File: src/rtl/vedic_mul_pkg.sv
// rtl/vedic_mul_pkg.sv - shared state encoding, digit constants and index-width helpers for the vedic_mul sequencer
package vedic_mul_pkg;

  typedef enum logic [1:0] {
    IDLE = 2'd0,
    CALC = 2'd1,
    DONE = 2'd2
  } state_t;

  localparam int DIGIT_W = 4;
  localparam int PP_W    = 8;

  // Ceiling log2 for elaboration-time sizing.
  function automatic int clog2(input int n);
    int r;
    int v;
    r = 0;
    v = 1;
    while (v < n) begin
      v = v * 2;
      r = r + 1;
    end
    return r;
  endfunction

  // Digit counter width; a single-digit operand still needs one bit.
  function automatic int idx_w(input int n);
    return (clog2(n) < 1) ? 1 : clog2(n);
  endfunction

endpackage

File: src/rtl/multiply4x4.sv
// rtl/multiply4x4.sv - combinational 4x4 unsigned Vedic multiplier core built from four 2x2 blocks
module multiply4x4
  import vedic_mul_pkg::*;
(
  input  logic [DIGIT_W-1:0] x,
  input  logic [DIGIT_W-1:0] y,
  output logic [PP_W-1:0]    p
);

  // Urdhva-tiryagbhyam 2x2: vertical and crosswise bit products with half-adders.
  function automatic logic [3:0] mul2(input logic [1:0] u, input logic [1:0] v);
    logic [3:0] r;
    logic       cross_a;
    logic       cross_b;
    logic       carry;
    logic       top;
    r[0]    = u[0] & v[0];
    cross_a = u[1] & v[0];
    cross_b = u[0] & v[1];
    r[1]    = cross_a ^ cross_b;
    carry   = cross_a & cross_b;
    top     = u[1] & v[1];
    r[2]    = top ^ carry;
    r[3]    = top & carry;
    return r;
  endfunction

  logic [3:0] q_ll;
  logic [3:0] q_hl;
  logic [3:0] q_lh;
  logic [3:0] q_hh;

  // Combine the four 2x2 partial products at their digit weights.
  always_comb begin
    q_ll = mul2(x[1:0], y[1:0]);
    q_hl = mul2(x[3:2], y[1:0]);
    q_lh = mul2(x[1:0], y[3:2]);
    q_hh = mul2(x[3:2], y[3:2]);
    p    = {4'b0000, q_ll}
         + {2'b00, q_hl, 2'b00}
         + {2'b00, q_lh, 2'b00}
         + {q_hh, 4'b0000};
  end

endmodule

File: src/rtl/vedic_mul_seq_ctrl.sv
// rtl/vedic_mul_seq_ctrl.sv - digit-serial WIDTHxWIDTH multiplier sequencer around one multiply4x4 core (option: VEDIC_MUL_ZERO_SKIP_EN)
module vedic_mul_seq_ctrl
  import vedic_mul_pkg::*;
#(
  parameter int WIDTH = 8
) (
  input  logic               clk,
  input  logic               rst_n,
  input  logic               in_valid,
  output logic               in_ready,
  input  logic [WIDTH-1:0]   a,
  input  logic [WIDTH-1:0]   b,
  output logic               out_valid,
  input  logic               out_ready,
  output logic [2*WIDTH-1:0] c,
  output logic               busy
);

  localparam int N  = WIDTH / DIGIT_W;
  localparam int IW = idx_w(N);
  localparam int RW = 2 * WIDTH;
  localparam logic [IW-1:0] LAST_IDX = IW'(N - 1);

  state_t state;
  state_t state_nx;

  logic [WIDTH-1:0]   a_q;
  logic [WIDTH-1:0]   b_q;
  logic [RW-1:0]      acc;
  logic [IW-1:0]      i_idx;
  logic [IW-1:0]      j_idx;

  logic [DIGIT_W-1:0] a_dig;
  logic [DIGIT_W-1:0] b_dig;
  logic [PP_W-1:0]    pp;
  logic [RW-1:0]      pp_ext;
  logic [RW-1:0]      pp_shift;
  logic [RW-1:0]      sum;
  logic [IW:0]        dig_pos;

  logic               accept;
  logic               last_pair;
  logic               zero_op;

  multiply4x4 u_core (
    .x (a_dig),
    .y (b_dig),
    .p (pp)
  );

  // Select the current digit pair from the registered operands and form the weighted partial sum.
  always_comb begin
    a_dig    = DIGIT_W'(a_q >> {i_idx, 2'b00});
    b_dig    = DIGIT_W'(b_q >> {j_idx, 2'b00});
    pp_ext   = '0;
    pp_ext[PP_W-1:0] = pp;
    dig_pos  = {1'b0, i_idx} + {1'b0, j_idx};
    pp_shift = pp_ext << {dig_pos, 2'b00};
    sum      = acc + pp_shift;
  end

  // Handshake qualifiers and the optional zero-operand shortcut.
  always_comb begin
    accept    = in_valid && (state == IDLE);
    last_pair = (i_idx == LAST_IDX) && (j_idx == LAST_IDX);
`ifdef VEDIC_MUL_ZERO_SKIP_EN
    zero_op   = (a == '0) || (b == '0);
`else
    zero_op   = 1'b0;
`endif
  end

  // State register.
  always_ff @(posedge clk or negedge rst_n) begin
    if (!rst_n) begin
      state <= IDLE;
    end else begin
      state <= state_nx;
    end
  end

  // Next-state and handshake outputs.
  always_comb begin
    state_nx  = state;
    in_ready  = 1'b0;
    out_valid = 1'b0;
    busy      = 1'b0;
    case (state)
      IDLE: begin
        in_ready = 1'b1;
        if (in_valid) begin
          state_nx = zero_op ? DONE : CALC;
        end
      end
      CALC: begin
        busy = 1'b1;
        if (last_pair) begin
          state_nx = DONE;
        end
      end
      DONE: begin
        busy      = 1'b1;
        out_valid = 1'b1;
        if (out_ready) begin
          state_nx = IDLE;
        end
      end
      default: begin
        state_nx = IDLE;
      end
    endcase
  end

  // Operand capture, digit walk (j fastest) and accumulation; c updates only when a product completes.
  always_ff @(posedge clk or negedge rst_n) begin
    if (!rst_n) begin
      a_q   <= '0;
      b_q   <= '0;
      acc   <= '0;
      i_idx <= '0;
      j_idx <= '0;
      c     <= '0;
    end else if (accept) begin
      a_q   <= a;
      b_q   <= b;
      acc   <= '0;
      i_idx <= '0;
      j_idx <= '0;
      if (zero_op) begin
        c <= '0;
      end
    end else if (state == CALC) begin
      acc <= sum;
      if (j_idx == LAST_IDX) begin
        j_idx <= '0;
        i_idx <= last_pair ? '0 : i_idx + 1'b1;
      end else begin
        j_idx <= j_idx + 1'b1;
      end
      if (last_pair) begin
        c <= sum;
      end
    end
  end

endmodule

File: config.mk
export PLATFORM = sky130hd
export DESIGN_NAME = vedic_mul_seq_ctrl
export DESIGN_NICKNAME = d
export VERILOG_FILES = /design/src/rtl/vedic_mul_pkg.sv /design/src/rtl/multiply4x4.sv /design/src/rtl/vedic_mul_seq_ctrl.sv
export SDC_FILE = /design/constraint.sdc
export NUM_CORES = 1
export LEC_CHECK = 0
export CORE_ASPECT_RATIO = 0.7
export CORE_MARGIN = 2
export CORE_UTILIZATION = 30
export CTS_CLUSTER_SIZE = 30
export DETAILED_ROUTE_END_ITERATION = 8
export PLACE_DENSITY_LB_ADDON = 0.05
export SYNTH_ARGS = -nofsm -noshare
export SYNTH_HDL_FRONTEND = slang
export SYNTH_SLANG_ARGS = --single-unit
File: constraint.sdc
create_clock -name clk -period 7.9 [get_ports clk]
set_input_delay 1.58 -clock clk [delete_from_list [all_inputs] [get_ports clk]]
set_output_delay 1.58 -clock clk [all_outputs]
set_load 0.02 [all_outputs]
Word-level counts from Yosys, hierarchy flattened
Index checks and enable logic that the tools add are counted.
- add/sub/neg operators: 7
- equal/unequal tests: 5
- bitwise logic cells: 33
- mux-type cells: 16
- reductions and logical operators: 9
- shifts and indexed selects: 3
- operators by type and width (kind ; count):
    two-way mux 16 bit ; 2
    AND 1 bit ; 24
    adder 16 bit ; 1
    << shifter 8 x 4 -> 16 bit ; 1
    >> shifter 8 x 3 -> 4 bit ; 2
    two-way mux 1 bit ; 10
    adder 8 x 6 -> 8 bit ; 1
    adder 8 bit ; 1
    bitwise XOR 1 bit ; 8
    adder 4 x 6 -> 7 bit ; 1
    two-way mux 2 bit ; 3
    inequality test 2 bit, second input constant ; 3
    one-hot mux 2 bit (3 select lines) ; 1
    AND reduction 3 bit ; 2
    nonzero test 2 bit ; 2
    adder 1 bit, second input constant ; 2
    adder 1 x 1 -> 2 bit ; 1
    equality test 2 x 1 -> 1 bit, second input constant ; 1
    equality test 2 bit, second input constant ; 1
    logical AND 1 bit ; 2
    logical NOT 2 bit ; 1
    AND reduction 2 bit ; 1
    OR reduction 2 bit ; 1
    NOT 1 bit ; 1
- bits of input ports: 20
- output and inout port bits: 19
- word-level logic and storage cells: 80
- flip-flop bits (word level): 52

Logic depth before layout (Yosys ltp)
- depth after elaboration: 11
- mapped depth: 25
- mapped depth without buffers: 24

Hierarchy
From an unflattened synthesis, not the netlist that was laid out.
- cells, all modules: 383
- area, all modules: 3485.8 um^2
- by module, submodules not included (module ; sequential area each (um^2) ; times used ; area each (um^2) ; cells an instance):
    vedic_mul_seq_ctrl ; 1301.2 ; 1 ; 3012.9 ; 325
    multiply4x4 ; 0.0 ; 1 ; 473.0 ; 58

Least setup slack after synthesis
OpenSTA, ideal clock, no wires.
- kind: reg-to-reg
- start: register j_idx
- end: register c[15]
- buffers on the path: 1
- clock period less this slack: 5.602 ns
- arrival: 5.477 ns
- library setup time: 0.125 ns
- cell stages (with the launch flop): 24
- data required time: 7.775 ns
- slack: 2.298 ns
- cell sequence: dfrtp_1 -> clkbuf_1 -> mux2i_1 -> nor2_1 -> ha_1 -> ha_1 -> ha_1 -> inv_1 -> fa_1 -> xor2_1 -> fa_1 -> fa_1 -> nand2b_1 -> a21oi_1 -> nor2_1 -> xor2_1 -> o21ai_0 -> ha_1 -> and3_1 -> and2_1 -> a221oi_4 -> nand2_1 -> xnor3_1 -> mux2_2
- cells in the longest elaborated chain, start to end: 9
- elaborated cells on any way between the ends: 41
- classes of those cells: 5 x add/sub; 2 x shift; 32 x bitwise; 2 x reduce/logical
- RTL lines (what ; RTL line ; source):
    from (decl) ; vedic_mul_seq_ctrl.sv:31 ; logic [IW-1:0] j_idx;
    from (signal assigned) ; vedic_mul_seq_ctrl.sv:138 ; j_idx <= j_idx + 1'b1;
    >> shifter 8 x 3 -> 4 bit ; vedic_mul_seq_ctrl.sv:54 ; b_dig = DIGIT_W'(b_q >> {j_idx, 2'b00});
    AND 1 bit (on tied branches) ; multiply4x4.sv:18, multiply4x4.sv:19 ;
    AND 1 bit ; multiply4x4.sv:21 ; carry = cross_a & cross_b;
    bitwise XOR 1 bit / AND 1 bit (equally long branches) ; multiply4x4.sv:23, multiply4x4.sv:24 ;
    adder 4 x 6 -> 7 bit ; multiply4x4.sv:40 ; + {2'b00, q_hl, 2'b00}
    adder 8 x 6 -> 8 bit ; multiply4x4.sv:41 ; + {2'b00, q_lh, 2'b00}
    adder 8 bit ; multiply4x4.sv:42 ; + {q_hh, 4'b0000};
    << shifter 8 x 4 -> 16 bit ; vedic_mul_seq_ctrl.sv:58 ; pp_shift = pp_ext << {dig_pos, 2'b00};
    adder 16 bit ; vedic_mul_seq_ctrl.sv:59 ; sum = acc + pp_shift;
    to (signal assigned) ; vedic_mul_seq_ctrl.sv:141 ; c <= sum;
    to (decl) ; vedic_mul_seq_ctrl.sv:15 ; output logic [2*WIDTH-1:0] c,
Several ways; a longest one is shown, not always the timed one.
A chain may end at the register's enable or synchronous reset.

Worst setup path in the final report
- start: register j_idx
- end: register acc[14]
- cells in the longest elaborated chain, start to end: 11
- elaborated cells on any way between the ends: 41
- classes of those cells: 5 x add/sub; 2 x shift; 2 x mux; 32 x bitwise
- RTL lines (what ; RTL line ; source):
    >> shifter 8 x 3 -> 4 bit ; vedic_mul_seq_ctrl.sv:54 ;
    AND 1 bit (on tied branches) ; multiply4x4.sv:18, multiply4x4.sv:19 ;
    AND 1 bit ; multiply4x4.sv:21 ;
    bitwise XOR 1 bit / AND 1 bit (equally long branches) ; multiply4x4.sv:23, multiply4x4.sv:24 ;
    adder 4 x 6 -> 7 bit ; multiply4x4.sv:40 ;
    adder 8 x 6 -> 8 bit ; multiply4x4.sv:41 ;
    adder 8 bit ; multiply4x4.sv:42 ;
    << shifter 8 x 4 -> 16 bit * ; vedic_mul_seq_ctrl.sv:58 ;
    adder 16 bit * ; vedic_mul_seq_ctrl.sv:59 ;
    two-way mux 16 bit * ; vedic_mul_seq_ctrl.sv:132 ; end else if (state == CALC) begin
    two-way mux 16 bit * ; vedic_mul_seq_ctrl.sv:123 ; end else if (accept) begin
    to (signal assigned) ; vedic_mul_seq_ctrl.sv:133 ; acc <= sum;
    to (decl) ; vedic_mul_seq_ctrl.sv:29 ; logic [RW-1:0] acc;
Every way passes the cells marked *; elsewhere a longest branch is shown, timed or not. The select of a mux whose other input is x is not followed.

==> impl_metrics.tcl <==
set metrics [dict create \
    syn_avg_cell_area_um2 8.52 \
    critical_path_peak_fanout 7 \
    crit_type "reg -> reg" \
    synth_seq_cells 52 \
    power_switching_mw 0.971 \
    grt_usage_pct 16.0 \
    die_w_um 137 \
    viasPerCell 4.94 \
    cts_root_buf "clkbuf_16" \
    die_h_um 97.2 \
    wl_per_cell_um 15.6 \
    maxCapViolCount 0 \
    power_density_mw_per_mm2 450 \
    worst_pin_slew_ns 0.707 \
    fp.coreArea_mm2 0.0123 \
    whs_path_depth 2 \
    ff_latch_area_mm2 0.00130 \
    start_util_pct 30.4 \
    htree_levels 2 \
    hold_viol_final 0 \
    cts.sinks 52 \
    leakage_nw 2.14 \
    slew_viol_final 0 \
    worst_hold_path_type "reg -> reg" \
    clk_latency_ns 0.30 \
    crit_chain "mux2i_1 > nor2_1 > ha_1 > ha_1 > ha_1 > inv_1 > fa_1 > xor2_1 > fa_1 > fa_1 > nand2b_1 > a2111o_1 > a31oi_1 > ha_1 > and3_1 > a221o_1 > o21ai_0 > and4b_1 > nor3_1" \
    netlist_instances 437 \
    final.setup_skew_ns 0.00620 \
    n_antenna_cell 0 \
    syn_area_mm2 0.00372 \
    synth_seq_area_share_pct 34.9 \
    ioPinCount 39 \
    final_util_pct 36.1 \
    dp_hpwl_mm 7.27 \
    synth_area_leader_cell "dfrtp_1" \
    post_cts_resized 0 \
    cp_slowest_cell "dfrtp_1" \
    swShare_pct 48.8 \
    clk_pin_slew_ns 0.07 \
    startpoint_type "flop" \
    async_reset_ff_share_pct 100 \
    first_iter_violations 139 \
    tns_ns 0 \
    clkPwrFrac_pct 11.5 \
    die_area_mm2 0.0133 \
    fmax_ghz 0.169 \
    drive_above_1_share_pct 4.68 \
    fill_cells 1260 \
    areaGrowthSynthToFinish_pct 18.6 \
    fin_cells 632 \
    grt_pass1_wl_mm 16.7 \
    synth.net_count 497 \
    p_seq_share_pct 22.6 \
    ant_nets 0 \
    intPower_mw 1.02 \
    first_pass_iters 4 \
    path_depth 19 \
    grt_overflow 0 \
    synth_cell_type_count 54 \
    reg2reg_depth 19 \
    rows 34 \
    nets 529 \
    cts_tree "done" \
    path_common_cell "ha_1" \
    outcome "finished, final reports clean" \
    grt_start_max_net_pins 53 \
    whs_ns 0.476 \
    drc 0 \
    synthTopCellsByArea "dfrtp_1 (35%), ha_1 (12%), nand2_1 (9.5%)" \
    cts_buffers 5 \
    crit_path_max_incr_delay_ns 0.55 \
    cp.arrival_ns 6.12 \
    relSlewSlack_pct 52.9 \
    antenna_found_initial 0 \
    synth_edf_count 0 \
    synth_top_area_share_pct 34.9 \
    rsz0062_at_grt "no" \
    place_congestion 0.832 \
    post_cts_buffers 0 \
    grt_pass1_vias 3123 \
    yosys_warnings 0 \
    place_inst 624 \
    io_buffer_count 38 \
    worst_ir_drop_vdd_v 0.000183 \
    pwr-share-comb_pct 65.9 \
    finalCritPeriodShare_pct 75.1 \
    multi_input_area_mm2 0.00225 \
    clockBufferDepth 2 \
    cp-end-kind "flop" \
    critPathRequiredTime_ns 8.09 \
    drt_wl_total_mm 9.85 \
    cp_num_buf_inv 1 \
    fin_crit_ns 5.93 \
    holdBufCountCts 0 \
    via_count 3121 \
    setup_viol 0 \
    cp_top_family "adder cells" \
    ys.flop_type "dfrtp_1" \
    total_power_mw 1.99 \
]
layer usage:
metal | wire [um] | up-vias | global-route usage (%) | share of wire [%]
met5 | 0 | - | 0 | 0
met2 | 3860 | 41 | 21.0 | 39
met3 | 348 | 5 | 3.13 | 3.5
li1 | - | 1566 | - | -
met1 | 5570 | 1509 | 26.3 | 57
met4 | 74 | 0 | 3.33 | 0.75
kinds of logic (layout without fill, tap and decap cells):
kind of cell	Yosys count	count (layout)	share of synthesized area, %
simple gates	187	187	22.3
compound gates	79	79	14.7
flops	52	52	34.9
buf+inv	46	79	4.77
fa+ha+maj	40	40	14.4
mux	19	19	5.17
xor+xnor	14	14	3.66
power by group through the flow:
stage | Sequential (mW) | Combinational, mW | Clock [mW]
after global routing | 0.466 | 1.49 | 0.250
after global placement | 0.456 | 1.33 | 0
final | 0.450 | 1.31 | 0.229
after detailed placement | 0.454 | 1.31 | 0
after CTS | 0.452 | 1.32 | 0.239
after floorplan | 0.467 | 0.914 | 0
cells in the final DEF, fill, tap and decap left out, types with 2 or more instances in the layout:
cell	n
nand2_1	94
dfrtp_1	52
nor2_1	43
clkdlybuf4s50_1	37
ha_1	35
inv_1	26
o21ai_0	20
a21oi_1	18
mux2i_1	17
nand3_1	9
xnor2_1	7
a21o_1	7
nor3_1	7
xor2_1	6
buf_4	6
and2_1	5
a211oi_1	5
fa_1	5
clkbuf_16	5
nand2b_1	4
nand4_1	4
and3_1	4
o211ai_1	4
nor2b_1	3
nor4b_1	3
or3_1	3
a211o_1	3
nor3b_1	2
a31oi_1	2
a22o_1	2
o21a_1	2
and4b_1	2
a22oi_1	2
mux2_2	2
clkbuf_1	2
final cells by class:
| cell class | instances | share of cell area, % |
|---|---|---|
| tap | 162 | 4.59 |
| sequential | 52 | 29.5 |
| multi-input combinational | 339 | 50.8 |
| timing repair buffer | 44 | 9.52 |
| clock buffer | 8 | 3.31 |
| inverter | 27 | 2.29 |
metrics by stage:
step | area, um^2 | worst slack, ns
after detailed placement | 4270 | 1.99
after CTS | 4420 | 1.97
after floorplan | 3720 | 2.30
final | 4420 | 1.97
after global routing | 4420 | 1.45
after global placement | 4270 | 2.08
worst register-to-register path: cells and delay by family, from the launching register on:
kind                       cells  cell delay (ns)
xor gates and xnor gates       1             0.19
DFF                            1             0.55
buffers and inverters          1             0.05
muxes                          1             0.44
AOI/OAI and AO/OA              4             1.41
adders and majority gates      7             2.35
and+or+nand+nor                5             0.82
sequential cells by signal (all words and copies together) (netlist names):
name,cells
acc,16
c,16
a_q,8
b_q,8
state,2
i_idx,1
j_idx,1
final timing paths:
| path | from | end | slack (ns) |
|---|---|---|---|
| min in group asynchronous | rst_n | c[8] | 1.40 |
| max | j_idx | acc[14] | 1.97 |
| max in group asynchronous | rst_n | acc[11] | 6.01 |
| max reg2reg | j_idx | acc[14] | 1.97 |
| min reg2reg | c[8] | c[8] | 0.48 |
| min | c[8] | c[8] | 0.48 |
cells in the mapped netlist, types with 2 or more instances:
master and number:
mux2i_1 17, nor4b_1 3, or3_1 3, nor3b_1 2, nand4_1 4, a211oi_1 5, fa_1 5, and3_1 4
a22oi_1 2, clkbuf_1 14, ha_1 35, buf_2 4, o21ai_0 20, nor2_1 43, nand3_1 9, and4b_1 2
nand2b_1 4, xnor2_1 7, and2_1 5, a21oi_1 18, nor3_1 7, a21o_1 7, a211o_1 3, inv_1 26
mux2_2 2, a31oi_1 2, xor2_1 6, a22o_1 2, nor2b_1 3, o21a_1 2, o211ai_1 4, nand2_1 94
dfrtp_1 52
No activity file was read; power rests on OpenSTA's default activity.
